**src/rtl/heap_loader.sv**
```systemverilog
// heap_loader: column-serial partial-product heap transmitter; HEAP_LOADER_CHECK_EN adds a product check
module heap_loader #(
  parameter int N = 14,
  parameter int SETTLE = 1
) (
  input  logic           clk,
  input  logic           rst,
  input  logic           in_valid,
  output logic           in_ready,
  input  logic [N-1:0]   in_a,
  input  logic [N-1:0]   in_b,
  output logic [2*N-2:0] src_bits,
  output logic           busy,
  output logic           done,
  input  logic [2*N:0]   dst,
  output logic           chk_err
);
  localparam int CW = $clog2((N > SETTLE ? N : SETTLE) + 1);
  typedef enum logic [1:0] {S_IDLE, S_SHIFT, S_SETTLE, S_DONE} state_t;
  state_t st, st_n;
  logic [CW-1:0] cnt, cnt_n;
  logic [N-1:0] a_r, b_r;
  logic last, acc;
  assign acc = in_valid && st == S_IDLE;
  assign in_ready = st == S_IDLE;
  assign busy = st != S_IDLE;
  assign done = st == S_DONE;
  always_comb begin
    last = (st == S_SHIFT && cnt == CW'(N - 1)) || (st == S_SETTLE && cnt == CW'(SETTLE - 1));
    st_n = st == S_IDLE ? (acc ? S_SHIFT : S_IDLE) :
           st == S_SHIFT ? (last ? S_SETTLE : S_SHIFT) :
           st == S_SETTLE ? (last ? S_DONE : S_SETTLE) : S_IDLE;
    cnt_n = (st == S_IDLE || last) ? '0 : cnt + CW'(1);
  end
  always_ff @(posedge clk) begin
    if (rst) begin
      st <= S_IDLE;
      cnt <= '0;
      a_r <= '0;
      b_r <= '0;
    end else begin
      st <= st_n;
      cnt <= cnt_n;
      if (acc) begin
        a_r <= in_a;
        b_r <= in_b;
      end
    end
  end
  // pads occupy the first N-H cycles of each column, real bits a[B+j]&b[c-B-j] follow
  for (genvar c = 0; c < 2*N-1; c++) begin : g_col
    localparam int H = (c + 1 < 2*N-1-c) ? c + 1 : 2*N-1-c;
    localparam int B = (c < N) ? 0 : c - N + 1;
    logic [H-1:0] hit;
    for (genvar j = 0; j < H; j++) begin : g_pp
      assign hit[j] = cnt == CW'(N - H + j) && a_r[B+j] && b_r[c-B-j];
    end
    assign src_bits[c] = st == S_SHIFT && |hit;
  end
`ifdef HEAP_LOADER_CHECK_EN
  logic [2*N-1:0] p_r;
  logic err_r;
  always_ff @(posedge clk) begin
    if (rst) begin
      p_r <= '0;
      err_r <= 1'b0;
    end else if (acc) begin
      p_r <= (2*N)'(in_a) * (2*N)'(in_b);
      err_r <= 1'b0;
    end else if (st == S_DONE) begin
      err_r <= dst != {1'b0, p_r};
    end
  end
  assign chk_err = err_r;
`else
  logic unused_dst;
  assign unused_dst = ^dst;
  assign chk_err = 1'b0;
`endif
endmodule

```
**config.mk**
```make
export PLATFORM = sky130hd
export DESIGN_NAME = heap_loader
export DESIGN_NICKNAME = d
export VERILOG_FILES = /design/src/rtl/heap_loader.sv
export SDC_FILE = /design/constraint.sdc
export NUM_CORES = 1
export LEC_CHECK = 0
export ABC_AREA = 1
export CAP_MARGIN = 20
export CORE_MARGIN = 1
export CORE_UTILIZATION = 35
export CTS_CLUSTER_DIAMETER = 50
export CTS_CLUSTER_SIZE = 20
export DETAILED_ROUTE_END_ITERATION = 7
export PLACE_DENSITY = 0.69
export SETUP_SLACK_MARGIN = 0.1
export SYNTH_ARGS = -nofsm -noshare
export SYNTH_HDL_FRONTEND = slang
export SYNTH_SLANG_ARGS = --single-unit
```
**constraint.sdc**
```tcl
create_clock -name clk -period 1.65 [get_ports clk]
set_input_delay 0.33 -clock clk [delete_from_list [all_inputs] [get_ports clk]]
set_output_delay 0.33 -clock clk [all_outputs]
set_load 0.02 [all_outputs]
```
==> impl_results.md <==
* Synth top area share at between 20% and 30%
* Tot Pwr at around 2500 uW
* Largest net degree at the start of global routing at 35
* NumNets Final at 812
* Period utilization at 136%
* Leak Pwr at 0.00255 uW
* Yosys warns at 0
* Starting Density at 36.7%
* GR Util met2 at between 50% and 60%
* I/O Pins at roughly 90
* Buffers on Ports at 60
* Fillers at roughly 760
* Longest Clk Path Bufs at 2
* Die height at ~100 microns
* Arrival time worst endpoint at approximately 1900 ps
* GRT Overall Usage at 32.2%
* Layout Skew at ~6.6 ps
* Final count of negative-setup-slack endpoints at 27
* Design area at roughly 0.0057 sq mm
* CTS root buf: clkbuf_8
* TritonCTS Buffers at 5
* Busiest grt layer: met2
* DR vias at between 4k and 5k
* Critical path, cell by cell: inv_4 -> ha_4 -> nand3_4 -> nor2_4 -> buf_12 -> nand2_2 -> o21ai_2 -> a21oi_4 -> a21oi_2 -> buf_4
* Pre-antenna DRT Iters at 7
* First-pass GRT wire length at approximately 24 mm
* Final min period at 2240 ps
* Initial antenna violation count at 0
* Worst EP required at ~1300 ps
* Routed Wire Length at between 15 and 20 mm
* Top_reg_cell synth: dfxtp_1
* Met1 GRT Util at between 30% and 40%
* Hold WC Path Type: reg2reg
* Most common cell in the netlist: nand2_1
* Clock sinks at 34
* H-tree depth at 2
* Grt ovf at 0
* Vias in the first global route at approximately 4.7k
* Diodes inserted at 0
* Post-DP HPWL at between 10 and 15 mm
* Met3 Resource Use GR at around 5.5%
* Syn avg cell area at roughly 5.6 sq um
* Worst Setup Path Type: reg2out
* CTS tree: done
* First DRT Iteration DRCs at 409
* Max-cap violations at 0
* Setup TNS at -13780 ps
* Worst setup EP type: primary output
* Slowest CP cell: dfxtp_4
* GP Congestion at 0.991
* DP Area at 0.00505 sq mm
* Share of layout cells above drive strength 1 at about two fifths
* Setup WS post-layout at -586 ps
* VDD IR-drop max at 452 uV
* Synth unique cells at 32
* Die area at about 0.0097 sq mm
* Seq cells post-synth at 34
* DIE WIDTH at around 100 microns
* Max Clk Rate at 447 MHz
* Latest clock arrival within the worst-skew pair at roughly 300 ps
* Netlist Area Pre-Place at about 0.0032 sq mm
* Dpl ws at -799 ps
* Post-synth ARST share at 0%
* Clock Pin Slew Worst Setup and Hold Paths at 80 ps
* CP max stage delay at 380 ps
* Area grow syn2layout at 76.6%
* Failing checks: DRC, setup timing
* Non-Filler Instances at 857
* Pwr/cell area at approximately 440 mW/mm^2
* Crit-path max FO at 8
* Register area share after synthesis at about a fifth
* RSZ-0062 raised after global routing: true
* Commonest cells in the netlist: nand2_1 (109), nor2_1 (108), nand3_1 (63)
* Placement Rows at 34
* Syn Inst Count at about 580
* Final hold vios at 0
* Synth top area cells: dfxtp_1 (21%), nand2_1 (13%), nor2_1 (12%), nand3_1 (9.7%), o21ai_0 (7.1%)
* Core box area at 0.00885 sq mm
* Post-synth EDFFs at 0
* Routed WL per cell at about 18 microns
* Status: complete, but fails checks
* Critical Path Start Type: flop
* Syn Nets at about 640
* Vias/cell at approximately 5.6
* Dpl cells at about 840
* Final ANT Viol Nets at 0
* Fin. max-slew vios at 0
* Post-route DRC at 2
* Cell taking the most area after synthesis: dfxtp_1
## stage by stage
step	util (%)	hold WS, ps
after floorplan	-	402
after global placement	57.0	548
after detailed placement	57.0	558
after CTS	62.2	593
after global routing	64.8	617
final	64.8	597
## logic make-up (layout without fill, tap and decap cells)
logic type | count (synthesis) | count (layout) | share of synthesized area, %
other cells | 1 | 1 | 0.115
flops | 34 | 34 | 20.9
buf+inv | 97 | 267 | 12.4
xor+xnor | 1 | 1 | 0.270
simple gates | 337 | 338 | 48.1
fa+ha+maj | 4 | 4 | 1.54
compound gates | 104 | 104 | 16.7
## report_power, final
group | internal, uW | switching, uW | total (uW)
sequential | 882 | 73.4 | 955
clock | 337 | 330 | 667
combinational | 405 | 499 | 904
total | 1620 | 903 | 2530
## metal layers
layer	share of wire, %	wire [microns]
met2	47	7350
met5	0	0
met3	9.0	1400
met4	4.0	613
met1	40	6140
## sequential cells by signal, indices dropped and copies added, names as in the netlist
register and count:
a_r 14, b_r 14, cnt 4, st 2
## worst paths after layout
kind / startpoint / endpoint / slack [ps] / cells after the start
worst max-delay path: cnt[1] / src_bits[4] / -590 / 10
worst min-delay path: cnt[0] / cnt[0] / 600 / 2
worst max register to register: cnt[2] / cnt[0] / 60 / 10
worst min register to register: cnt[0] / cnt[0] / 600 / 2
## repair_timing
action | CTS | global route
resized for setup | 244 | 62
gates cloned | 2 | 2
setup buffers | 7 | 3
endpoints found under the setup margin | 35 | 58
hold buffers | 0 | 0
pin swaps | 67 | 37
## final cells by class
class | count | area (sq um) | share of cell area, %
clock buffer | 7 | 86.3 | 1.50
sequential | 34 | 696 | 12.1
inverter | 57 | 235 | 4.10
timing repair buffer | 202 | 1920 | 33.5
multi-input combinational | 448 | 2660 | 46.4
clock inverter | 1 | 5.00 | 0.0872
tap | 108 | 135 | 2.36
## cells in the final DEF, fill, tap and decap left out, types with 12 or more instances in the layout
| cell type | instances |
|---|---|
| a21oi_1 | 30 |
| buf_12 | 13 |
| buf_4 | 117 |
| buf_6 | 36 |
| clkdlybuf4s50_1 | 30 |
| dfxtp_1 | 30 |
| inv_1 | 33 |
| inv_2 | 16 |
| nand2_1 | 87 |
| nand2_2 | 18 |
| nand3_1 | 62 |
| nand4_1 | 30 |
| nor2_1 | 76 |
| nor2_2 | 28 |
| nor2_4 | 14 |
| o21ai_0 | 33 |
| o21ai_1 | 12 |
## worst max-delay path, delay by kind of cell (launching register included)
family                   cells  cell delay (ps)
buffers and inverters        3              410
flip-flops                   1              380
AO/OA/AOI/OAI                3              260
adder cells (fa/ha/maj)      1              160
AND/OR/NAND/NOR              3              390
(Power assumes the default switching activity.)
